--- config.mk ---
export PLATFORM = sky130hd
export DESIGN_NAME = txn_arbiter
export DESIGN_NICKNAME = d
export VERILOG_FILES = /design/src/rtl/txn_arb_pkg.sv /design/src/rtl/rr_picker.sv /design/src/rtl/txn_arbiter.sv
export SDC_FILE = /design/constraint.sdc
export NUM_CORES = 1
export LEC_CHECK = 0
export ABC_AREA = 1
export ABC_CLOCK_PERIOD_IN_PS = 3900
export BUFFER_PORTS_ARGS = -buffer_cell sky130_fd_sc_hd__buf_2
export CORE_MARGIN = 2
export CORE_UTILIZATION = 39
export DETAILED_ROUTE_END_ITERATION = 10
export PLACE_DENSITY = 0.87
export SLEW_MARGIN = 10
export SYNTH_ARGS = -nofsm -noshare
export SYNTH_HDL_FRONTEND = slang
export SYNTH_SLANG_ARGS = --single-unit
export TNS_END_PERCENT = 30
--- constraint.sdc ---
create_clock -name clk -period 3.9 [get_ports clk]
set_input_delay 0.195 -clock clk [delete_from_list [all_inputs] [get_ports clk]]
set_output_delay 0.195 -clock clk [all_outputs]
set_load 0.02 [all_outputs]
--- src/rtl/txn_arb_pkg.sv ---
// Shared types and width helpers for the transaction arbiter.
package txn_arb_pkg;

  // Arbiter FSM: IDLE arbitrates, BURST forwards the owner's beats.
  typedef enum logic {
    IDLE  = 1'b0,
    BURST = 1'b1
  } arb_state_e;

  localparam int MIN_REQ = 2;
  localparam int MAX_REQ = 16;

  // Index width for a vector of n requesters (never below one bit).
  function automatic int idx_width(input int n);
    return (n > 1) ? $clog2(n) : 1;
  endfunction

  // Counter width able to hold the value 'limit'.
  function automatic int cnt_width(input int limit);
    return $clog2(limit + 1);
  endfunction

endpackage

--- src/rtl/rr_picker.sv ---
// Combinational round-robin picker: first set bit of req_i at or above
// ptr_i, wrapping from the top index back to 0.
module rr_picker
  import txn_arb_pkg::*;
#(
  parameter int NUM_REQ = 4,
  parameter int IDX_W   = idx_width(NUM_REQ)
) (
  input  logic [NUM_REQ-1:0] req_i,
  input  logic [IDX_W-1:0]   ptr_i,
  output logic [IDX_W-1:0]   winner_o,
  output logic               found_o
);

  int idx;

  // Scan NUM_REQ positions starting at ptr_i; the first hit wins.
  always_comb begin
    winner_o = '0;
    found_o  = 1'b0;
    idx      = 0;
    for (int i = 0; i < NUM_REQ; i++) begin
      idx = (int'(ptr_i) + i) % NUM_REQ;
      if (!found_o && req_i[IDX_W'(idx)]) begin
        found_o  = 1'b1;
        winner_o = IDX_W'(idx);
      end
    end
  end

endmodule

--- src/rtl/txn_arbiter.sv ---
// Round-robin transaction arbiter: NUM_REQ valid/ready/last requesters share
// one output channel; a grant is held from the first beat to the last beat.
// Optional stall watchdog compiled in with `define TXN_ARB_WDOG_EN.
//
// Handshake: a beat moves when valid and ready are both high on a rising
// edge; valid never waits on ready, and only the owner sees out_ready.
// busy is the FSM state bit (1 = BURST), usable as the state debug view.
module txn_arbiter
  import txn_arb_pkg::*;
#(
  parameter int NUM_REQ     = 4,
  parameter int DATA_WIDTH  = 32,
  parameter int WDOG_CYCLES = 256
) (
  input  logic                          clk,
  input  logic                          rst_n,
  input  logic [NUM_REQ-1:0]            req_valid,
  input  logic [NUM_REQ*DATA_WIDTH-1:0] req_data,
  input  logic [NUM_REQ-1:0]            req_last,
  output logic [NUM_REQ-1:0]            req_ready,
  output logic                          out_valid,
  output logic [DATA_WIDTH-1:0]         out_data,
  output logic                          out_last,
  input  logic                          out_ready,
  output logic [$clog2(NUM_REQ)-1:0]    grant_id,
  output logic                          busy,
  output logic                          wdog_err
);

  localparam int IDX_W = $clog2(NUM_REQ);
  localparam logic [IDX_W-1:0] LAST_IDX = IDX_W'(NUM_REQ - 1);

  arb_state_e               state_q, state_d;
  logic [IDX_W-1:0]         grant_q, grant_d;
  logic [IDX_W-1:0]         rr_ptr_q, rr_ptr_d;
  logic [IDX_W-1:0]         pick_idx;
  logic [IDX_W-1:0]         next_ptr;
  logic                     pick_found;
  logic                     in_burst;
  logic                     beat_xfer;
  logic                     wdog_fire;
  logic [DATA_WIDTH-1:0]    data_arr [NUM_REQ];

  for (genvar g = 0; g < NUM_REQ; g++) begin : g_unpack
    assign data_arr[g] = req_data[g*DATA_WIDTH +: DATA_WIDTH];
  end

  rr_picker #(
    .NUM_REQ (NUM_REQ),
    .IDX_W   (IDX_W)
  ) u_picker (
    .req_i    (req_valid),
    .ptr_i    (rr_ptr_q),
    .winner_o (pick_idx),
    .found_o  (pick_found)
  );

  assign in_burst  = (state_q == BURST);
  assign beat_xfer = out_valid & out_ready;
  assign next_ptr  = (grant_q == LAST_IDX) ? '0 : grant_q + IDX_W'(1);
  assign busy      = in_burst;
  assign grant_id  = grant_q;

  // Owner's channel is steered straight through while in BURST.
  always_comb begin
    out_valid = 1'b0;
    out_data  = '0;
    out_last  = 1'b0;
    req_ready = '0;
    if (in_burst) begin
      out_valid          = req_valid[grant_q];
      out_data           = data_arr[grant_q];
      out_last           = req_last[grant_q];
      req_ready[grant_q] = out_ready;
    end
  end

  // Next state: grant in IDLE, release on last transfer or watchdog abort.
  always_comb begin
    state_d  = state_q;
    grant_d  = grant_q;
    rr_ptr_d = rr_ptr_q;
    case (state_q)
      IDLE: begin
        if (pick_found) begin
          grant_d = pick_idx;
          state_d = BURST;
        end
      end
      BURST: begin
        if ((beat_xfer && out_last) || wdog_fire) begin
          state_d  = IDLE;
          rr_ptr_d = next_ptr;
        end
      end
      default: state_d = IDLE;
    endcase
  end

  // FSM, grant and round-robin pointer registers.
  always_ff @(posedge clk or negedge rst_n) begin
    if (!rst_n) begin
      state_q  <= IDLE;
      grant_q  <= '0;
      rr_ptr_q <= '0;
    end else begin
      state_q  <= state_d;
      grant_q  <= grant_d;
      rr_ptr_q <= rr_ptr_d;
    end
  end

`ifdef TXN_ARB_WDOG_EN
  localparam int CNT_W = cnt_width(WDOG_CYCLES);

  logic [CNT_W-1:0] wdog_cnt_q, wdog_cnt_d;
  logic             wdog_err_q, wdog_err_d;

  // Abort on the WDOG_CYCLES-th consecutive stalled BURST cycle.
  assign wdog_fire = in_burst && !beat_xfer &&
                     (wdog_cnt_q == CNT_W'(WDOG_CYCLES - 1));

  // Stall counter: zero in IDLE (so BURST starts at 0), cleared on transfer.
  always_comb begin
    wdog_cnt_d = wdog_cnt_q;
    wdog_err_d = wdog_fire;
    if (!in_burst || beat_xfer || wdog_fire) begin
      wdog_cnt_d = '0;
    end else begin
      wdog_cnt_d = wdog_cnt_q + CNT_W'(1);
    end
  end

  // Watchdog counter and one-cycle error pulse registers.
  always_ff @(posedge clk or negedge rst_n) begin
    if (!rst_n) begin
      wdog_cnt_q <= '0;
      wdog_err_q <= 1'b0;
    end else begin
      wdog_cnt_q <= wdog_cnt_d;
      wdog_err_q <= wdog_err_d;
    end
  end

  assign wdog_err = wdog_err_q;
`else
  // Without the watchdog a stalled owner keeps the grant indefinitely.
  assign wdog_fire = 1'b0;
  assign wdog_err  = 1'b0;
`endif

endmodule
==> out/summary.txt, run 1 <==
Status -> completed
Synthesized instance count -> 362
CTS HTree Levels -> 1
Layout cells sized above 1 -> 0.393
GP Congestion -> 0.920
Fill cell count -> 435
Worst flop-to-flop path endpoint -> grant_id[1]
Worst-path fanout max -> 35
Synth Area in Simple Gates -> 0.471
Layout net count -> 665
RSZ-0062 raised after global routing -> no
Slew @ Worst Pin -> 0.963 ns
Post-synthesis sequential area ratio -> 0.0707
Diode count -> 0
Clock root cell -> clkbuf_8
WHS -> 0.297 ns
Synth Area in Adders -> 0.0283
# resized after CTS -> 0
Hold path depth -> 3
Die area -> 5090 µm²
Core ar. -> 4350 µm²
CTS buffer count -> 3
Nature of the critical path startpoint -> flop
Yosys warnings -> 0
Req. time, crit path -> 3.70 ns
Synth top area share -> 0.288
Gr usage total -> 0.245
Clk pwr share -> 0.053
Design internal power -> 0.000701 W
Worst rel slew slack -> 0.354
Post-Synth XOR/XNOR Area -> 0
IO buf count -> 179
Sw Pwr -> 0.00118 W
CTS tree -> built
Critical Path End Type -> primary output
Hold WC Path Type -> input port to flop
Power Total -> 0.00188 W
Critical path type -> flop to primary output
MaxCap Viol Count -> 0
Synth area leaders -> nor2_1 (29%), o21ai_0 (18%), a21oi_1 (9.6%)
Final setup fails -> 0
Mapped Avg Cell Area -> 4.89 µm²
Initial Utilization -> 0.407
Io pins -> 181
Fin crit period -> 2.25 ns
Clock transition at path regs -> 0.04 ns
Post-route ant nets -> 0
Vias in the first global route -> 2,589
Reg2Reg Setup Slack -> 2.09 ns
Worst endpoint data arrival time -> 2.05 ns
Die Span Y -> 71.4 µm
Leading area contributor after synthesis -> nor2_1
1st-iter DRT viols -> 190
Flop pwr share -> 0.060
Sink Count -> 5
Hold Vio Cnt, Final -> 0
TritonRoute pass-1 iters -> 4
Lkg Pwr -> 1.51 nW
Via count -> 2,834
Reg2Reg Depth -> 5
# DRC -> 0
Largest family of logic cells by synthesized area -> simple AND/OR/NAND/NOR gates
Wire per inst -> 11.3 µm
Area of the mapped netlist -> 1770 µm²
Total gr overflow -> 0
Hold buffer count at CTS -> 1
Post-Syn Nets -> 505
Largest net degree at the start of global routing -> 75
FF+latch count, synth -> 5
Reg-to-Reg Start -> busy
Area grow syn2layout -> 49.5%
Initial antenna violation count -> 0
Global-route wire length before repair -> 10,700 µm
Final period utilization -> 0.576
Hold wc startpoint -> out_ready
Die W -> 71.4 µm
Synth Area in Compound Gates -> 0.299
Final wirelength -> 6500 µm
Final Max Slew Viols -> 0
Combinational Power Share -> 0.887
Peak supply drop -> 0.447 mV
Number of distinct library cells after synthesis -> 26
F_max -> 0.445 GHz
Setup TNS -> 0 ns
Vias per std cell -> 4.95
Pwr/cell area -> 712 nW/µm²
Clk_skew -> 0.00526 ns
Multiplexer area fraction after synthesis -> 0
Postcts setup bufs -> 0
Sw frac -> 0.628
CTS Buffer Depth -> 2
Hold EP -> rr_ptr_q[1]
Clk_lat worst skew -> 0.23 ns
DP Wirelength -> 4780 µm
Row cnt -> 24
-- critical path: stages, from the launching register on --
cell      delay (ns)
dfrtp_1         0.39
clkinv_1        0.76
a21oi_1         0.43
buf_2           0.22
-- metrics by stage --
step                      cells  setup slack, ns  cell area (µm²)  utilization
after floorplan             362             2.20             1770            -
after global placement      568             2.03             2590        0.595
after detailed placement    568             1.91             2590        0.595
after CTS                   573             1.65             2650        0.608
after global routing        573             1.38             2650        0.608
final                       573             1.65             2650        0.608
-- cells in the mapped netlist --
cell      count
o21ai_1       2
clkinv_1      1
nand2_4       1
nor2_1      136
nor2_4        1
nand2_1      44
nand2_2       9
a21oi_1      34
clkinv_2      1
nand3_1       6
buf_4         7
ha_1          4
inv_2         4
conb_1        1
dfrtp_1       5
a32oi_2       1
o21ai_0      65
inv_1        13
and2_1        1
buf_2         5
clkbuf_1     10
buf_6         3
buf_1         2
o211ai_1      1
nand3_2       3
nand4_1       2
-- logic make-up (layout without fill, tap and decap cells) --
kind of cell / count (synthesis) / in the layout
adders and majority gates: 4 / 4
DFF: 5 / 5
and+or+nand+nor: 203 / 203
AOI/OAI and AO/OA: 103 / 103
buffers and inverters: 46 / 205
other: 1 / 1
-- flip-flops by register name, summed over array words and instances (netlist names) --
register / cells
rr_ptr_q: 2
busy: 1
grant_id: 2
-- per-layer routing --
layer	global-route usage	share of wire	routed length, µm
met1	0.279	0.41	2650
met2	0.486	0.51	3300
met3	0.0281	0.077	502
met4	0.0440	0.0069	45
met5	0	0	0
-- final cells by class --
class	instances	area, µm²	area share
timing repair buffer	182	921	0.348
inverter	19	72.6	0.0274
tap	52	65.1	0.0246
multi-input combinational	311	1420	0.535
sequential	5	126	0.0478
clock buffer	4	45.0	0.0170
-- how the worst max path moves through the flow --
stage / cells past startpoint / from / endpoint / slack (ns)
after floorplan: 7 / grant_id[0] / out_data[10] / 2.20
after global placement: 3 / busy / out_data[9] / 2.03
after detailed placement: 3 / busy / out_data[10] / 1.91
after CTS: 3 / busy / out_data[10] / 1.65
after global routing: 3 / busy / out_data[10] / 1.38
final: 3 / busy / out_data[10] / 1.65
-- power by group through the flow --
stage          logic, W  registers (W)  clock network, W
2_1_floorplan   0.00129       0.000113                 0
3_3_place_gp    0.00164       0.000113                 0
3_5_place_dp    0.00166       0.000113                 0
4_1_cts         0.00167       0.000113         0.0000984
5_1_grt         0.00188       0.000118          0.000100
6_report        0.00167       0.000112         0.0000999
-- placed cells by master, fill, tap and decap left out --
cell,n
nand4_1,2
inv_2,4
nand2_2,9
nor2_1,136
nor2_4,1
dfrtp_2,1
clkbuf_1,1
nand2_4,1
ha_1,4
buf_2,179
nand3_2,3
clkbuf_8,3
a21oi_1,34
a32oi_2,1
buf_4,2
nand3_1,6
nand2_1,44
inv_1,13
and2_1,1
o21ai_0,65
dfrtp_1,4
clkinv_1,1
dlygate4sd3_1,1
o21ai_1,2
clkinv_2,1
conb_1,1
o211ai_1,1
Note: power is estimated with default switching activity, not from simulation.
==> run 2, diff against run 1 <==
- ABC_CLOCK_PERIOD_IN_PS: 3900 -> 1850
- CORE_UTILIZATION: 39 -> 33
- PLACE_DENSITY: 0.87 -> 0.79
- clock period: 3.9 -> 1.85 ns (I/O delays scaled with it)
==> out/summary.txt, run 2 (synthesized netlist as in run 1, its figures left out) <==
Status -> completed
Peak supply drop -> 0.766 mV (+72%)
Worst endpoint data arrival time -> 1.63 ns (-0.42 ns)
Hold Vio Cnt, Final -> 0 (unchanged)
Area grow syn2layout -> 55.2%
Met2 WL -> 3390 µm (+2.7%)
IO buf count -> 179 (unchanged)
Post-route ant nets -> 0 (unchanged)
Nature of the critical path startpoint -> flop
Initial Utilization -> 0.344 (-0.0622)
Final setup fails -> 0 (unchanged)
Critical Path End Type -> primary output
Die Span Y -> 77.2 µm (+8.2%)
Largest net degree at the start of global routing -> 75 (unchanged)
Top Layer Used -> met4
Clk_skew -> 0.00272 ns (-0.00254 ns)
Initial antenna violation count -> 0 (unchanged)
Routed met1 length -> 2780 µm (+4.6%)
Most frequent cells in the layout -> buf_2 (179), nor2_1 (136), o21ai_0 (65), nand2_1 (44), a21oi_1 (34)
Hold WC Path Type -> input port to flop
Layout cells sized above 1 -> 0.402 (+0.00804)
Sink Count -> 5 (unchanged)
Worst-path fanout max -> 37 (+5.7%)
Die area -> 5970 µm² (+17%)
Gr usage total -> 0.215 (-0.0302)
CTS HTree Levels -> 1 (unchanged)
F_max -> 0.581 GHz
Pwr/cell area -> 1510 nW/µm² (+110%)
Core ar. -> 5140 µm² (+18%)
Via count -> 2,895 (+2.2%)
Final setup margin -> 0.128 ns (-1.53 ns)
1st-iter DRT viols -> 111 (-42%)
CTS buffer count -> 3 (unchanged)
GP Congestion -> 0.909 (-1.2%)
Dpl ws -> 0.243 ns (-1.66 ns)
Global-route wire length before repair -> 10,800 µm (+1.0%)
Clock root cell -> clkbuf_8
Layout net count -> 672 (+1.1%)
Fill cell count -> 527 (+21%)
TritonRoute pass-1 iters -> 4 (unchanged)
Row cnt -> 26 (+8.3%)
# DRC -> 0 (unchanged)
Final wirelength -> 6820 µm (+4.9%)
Fin crit period -> 1.72 ns
Final period utilization -> 0.931
Reg2Reg Depth -> 10 (+5)
Clock transition at path regs -> 0.03 ns (about the same)
Critical path type -> flop to primary output
Vias per std cell -> 4.84 (-2.1%)
CTS tree -> built
Die W -> 77.2 µm (+8.2%)
Req. time, crit path -> 1.76 ns (-1.94 ns)
MaxCap Viol Count -> 0 (unchanged)
Met3 routed wirelength -> 552 µm (+10%)
Vias in the first global route -> 2,535 (-2.1%)
Clk_lat worst skew -> 0.22 ns (about the same)
Wire per inst -> 11.4 µm (+0.48%)
DP Wirelength -> 5350 µm (+12%)
Diode count -> 0 (unchanged)
Final Max Slew Viols -> 0 (unchanged)
Total gr overflow -> 0 (unchanged)
Io pins -> 181 (unchanged)
Lkg Pwr -> 1.56 nW (+2.9%)
Most common cell after layout, fill and taps aside -> buf_2
Hold path depth -> 3 (unchanged)
CTS Buffer Depth -> 2 (unchanged)
RSZ-0062 raised after global routing -> yes
Setup TNS -> 0 ns (unchanged)
==> run 2: worst max-delay path, stage by stage, from the launching register on <==
cell and delay (ns):
dfrtp_2 0.43, inv_4 0.26, nand2_1 0.11, a32oi_2 0.30
inv_1 0.07, nor2_1 0.08, buf_2 0.16
==> run 2: final timing paths <==
| check | end | slack (ns) | start |
|---|---|---|---|
| max in group asynchronous | grant_id[0] | 1.47 | rst_n |
| worst min register to register | busy | 0.57 | busy |
| worst max-delay path | out_last | 0.13 | grant_id[0] |
| worst min-delay path | rr_ptr_q[1] | 0.19 | out_ready |
| min in group asynchronous | grant_id[1] | 0.23 | rst_n |
| worst max register to register | grant_id[1] | 0.24 | rr_ptr_q[0] |
==> run 2: timing repair <==
item / CTS / global route
hold endpoints to repair: 5 / 0
resized for setup: 0 / 1
setup endpoints to repair: 0 / 20
hold buffers: 1 / 0
buffers inserted: 0 / 0
==> run 2: routing by layer <==
layer / global-route usage / up-vias
met1: 0.250 / 1250
li1: - / 1493
met3: 0.0282 / 10
met2: 0.400 / 142
met4: 0.0696 / 0
met5: 0 / -
==> run 2: through the flow <==
step	instances	total power (W)	util	cell area [µm²]	hold WS, ns
2_1_floorplan	362	0.00296	-	1770	-0.203
3_3_place_gp	593	0.00389	0.524	2690	-0.0888
3_5_place_dp	593	0.00395	0.524	2690	-0.0869
4_1_cts	598	0.00416	0.534	2750	0.187
5_1_grt	598	0.00459	0.535	2750	0.204
6_report	598	0.00414	0.535	2750	0.191
==> run 2: final cells by class <==
class / instances / area [µm²] / area share
Sequential cell: 5 / 126 / 0.0460
Multi-Input combinational cell: 311 / 1420 / 0.515
Inverter: 19 / 73.8 / 0.0269
Timing Repair Buffer: 189 / 998 / 0.363
Clock buffer: 4 / 45.0 / 0.0164
Tap cell: 70 / 87.6 / 0.0319
==> run 2: report_power, final <==
group          leakage [nW]  total (W)  switching [W]  internal [W]
logic                  1.47    0.00369        0.00239       0.00130
clock network        0.0228   0.000195      0.0000475      0.000147
registers            0.0597   0.000253      0.0000934      0.000160
==> run 3, diff against run 2 <==
- ABC_CLOCK_PERIOD_IN_PS: 1850 -> 2200
- CAP_MARGIN: unset -> 20
- CORE_UTILIZATION: 33 -> 39
- PLACE_DENSITY: 0.79 -> 0.87
- clock period: 1.85 -> 2.2 ns (I/O delays scaled with it)
==> out/summary.txt, run 3 (synthesized netlist as in run 1, its figures left out) <==
Clock transition at path regs -> 0.04 ns (about the same)
CTS buffer count -> 3 (unchanged)
Sink Count -> 5 (unchanged)
RSZ-0062 raised after global routing -> no
Initial Utilization -> 0.407 (+0.0622)
IO buf count -> 179 (unchanged)
Nature of the critical path startpoint -> flop
Initial antenna violation count -> 0 (unchanged)
F_max -> 0.550 GHz
CTS tree -> built
Fin crit period -> 1.82 ns
Final setup fails -> 0 (unchanged)
Clock root cell -> clkbuf_8
Worst rel slew slack -> 0.596
Total gr overflow -> 0 (unchanged)
Final period utilization -> 0.826
TritonRoute pass-1 iters -> 4 (unchanged)
Post-route ant nets -> 0 (unchanged)
Most frequent cells in the layout -> buf_2 (179), nor2_1 (136), o21ai_0 (65), nand2_1 (44), a21oi_1 (34)
Fill cell count -> 412 (-22%)
Hold Vio Cnt, Final -> 0 (unchanged)
DP Wirelength -> 5120 µm (-4.3%)
Die W -> 71.4 µm (-7.6%)
Setup TNS -> 0 ns (unchanged)
Final Max Slew Viols -> 0 (unchanged)
Global-route wire length before repair -> 10,400 µm (-4.3%)
Pwr/cell area -> 1280 nW/µm² (-15%)
Req. time, crit path -> 2.09 ns (+0.33 ns)
Die area -> 5090 µm² (-15%)
Reg-to-Reg Start -> grant_id[1]
Dpl ws -> 0.604 ns (+0.361 ns)
Vias in the first global route -> 2,515 (-0.79%)
Wire per inst -> 11.5 µm (+0.93%)
Layout cells sized above 1 -> 0.397 (-0.00457)
Critical path type -> flop to primary output
Clk_lat worst skew -> 0.23 ns (about the same)
Diode count -> 0 (unchanged)
Status -> completed
Gr usage total -> 0.240 (+0.0259)
CTS HTree Levels -> 1 (unchanged)
Worst endpoint data arrival time -> 1.71 ns (+0.08 ns)
Clk_skew -> 0.00268 ns (-0.0000356 ns)
Via count -> 2,873 (-0.76%)
Slew @ Worst Pin -> 0.605 ns
# DRC -> 0 (unchanged)
CTS Buffer Depth -> 2 (unchanged)
MaxCap Viol Count -> 0 (unchanged)
Lkg Pwr -> 1.53 nW (-1.5%)
Critical Path End Type -> primary output
Reg2Reg Depth -> 6 (-4)
1st-iter DRT viols -> 214 (+93%)
GP Congestion -> 0.952 (+4.8%)
Final setup margin -> 0.383 ns (+0.254 ns)
Die Span Y -> 71.4 µm (-7.6%)
Core ar. -> 4350 µm² (-15%)
Hold WC Path Type -> input port to async pin
Vias per std cell -> 4.99 (+3.0%)
Reg2Reg Setup Slack -> 0.57 ns (+0.33 ns)
Most common cell after layout, fill and taps aside -> buf_2
Final wirelength -> 6630 µm (-2.8%)
Area grow syn2layout -> 51.4%
Largest net degree at the start of global routing -> 41 (-45%)
Worst flop-to-flop path endpoint -> rr_ptr_q[1]
Postcts setup bufs -> 0 (unchanged)
Io pins -> 181 (unchanged)
Worst-path fanout max -> 36 (-2.7%)
Peak supply drop -> 0.775 mV (+1.2%)
Row cnt -> 24 (-7.7%)
Layout net count -> 668 (-0.60%)
-- run 3: report_power, final --
part	switching, W	leakage [nW]	internal, W
combinational	0.00201	1.45	0.00103
clock	0.0000502	0.0228	0.000125
sequential	0.0000706	0.0597	0.000134
-- run 3: final cells by class --
class | count | area (µm²) | area share
Clock buffer | 4 | 45.0 | 0.0168
Inverter | 19 | 72.6 | 0.0271
Multi-Input combinational cell | 311 | 1420 | 0.528
Sequential cell | 5 | 126 | 0.0471
Tap cell | 52 | 65.1 | 0.0243
Timing Repair Buffer | 185 | 956 | 0.357
-- run 3: metrics by stage --
stage / hold WS (ns) / area, µm² / util / power [W] / instances
after floorplan: -0.186 / 1770 / - / 0.00249 / 362
after global placement: -0.0770 / 2630 / 0.603 / 0.00319 / 571
after detailed placement: -0.0746 / 2630 / 0.603 / 0.00323 / 571
after CTS: 0.227 / 2680 / 0.616 / 0.00342 / 576
after global routing: 0.235 / 2680 / 0.616 / 0.00378 / 576
final: 0.221 / 2680 / 0.616 / 0.00343 / 576
-- run 3: how the worst max path moves through the flow --
stage / startpoint / end / slack (ns) / cells after the start
finish: grant_id[1] / out_last / 0.38 / 6
CTS: grant_id[1] / out_last / 0.38 / 6
global route: grant_id[1] / out_last / 0.27 / 6
floorplan: grant_id[0] / out_data[10] / 0.58 / 7
global placement: rr_ptr_q[0] / grant_id[1] / 0.65 / 10
detailed placement: rr_ptr_q[0] / grant_id[1] / 0.60 / 10
-- run 3: repair_timing --
item,in CTS,in global routing
gates resized for setup,0,0
hold buffers,1,0
hold endpoints to repair,5,0
setup endpoints to repair,0,0
-- run 3: worst max-delay path: stages, from the launching register on --
cell and delay [ns]:
dfrtp_1 0.38, inv_2 0.45, a21oi_1 0.13, a32oi_2 0.22, inv_1 0.06, nor2_1 0.08
buf_2 0.16
-- run 3: per-layer routing --
layer,GRT usage,up-vias,share of wire
li1,-,1483,-
met1,0.271,1252,0.41
met2,0.467,130,0.51
met3,0.0295,8,0.069
met4,0.0692,0,0.013
met5,0,-,0
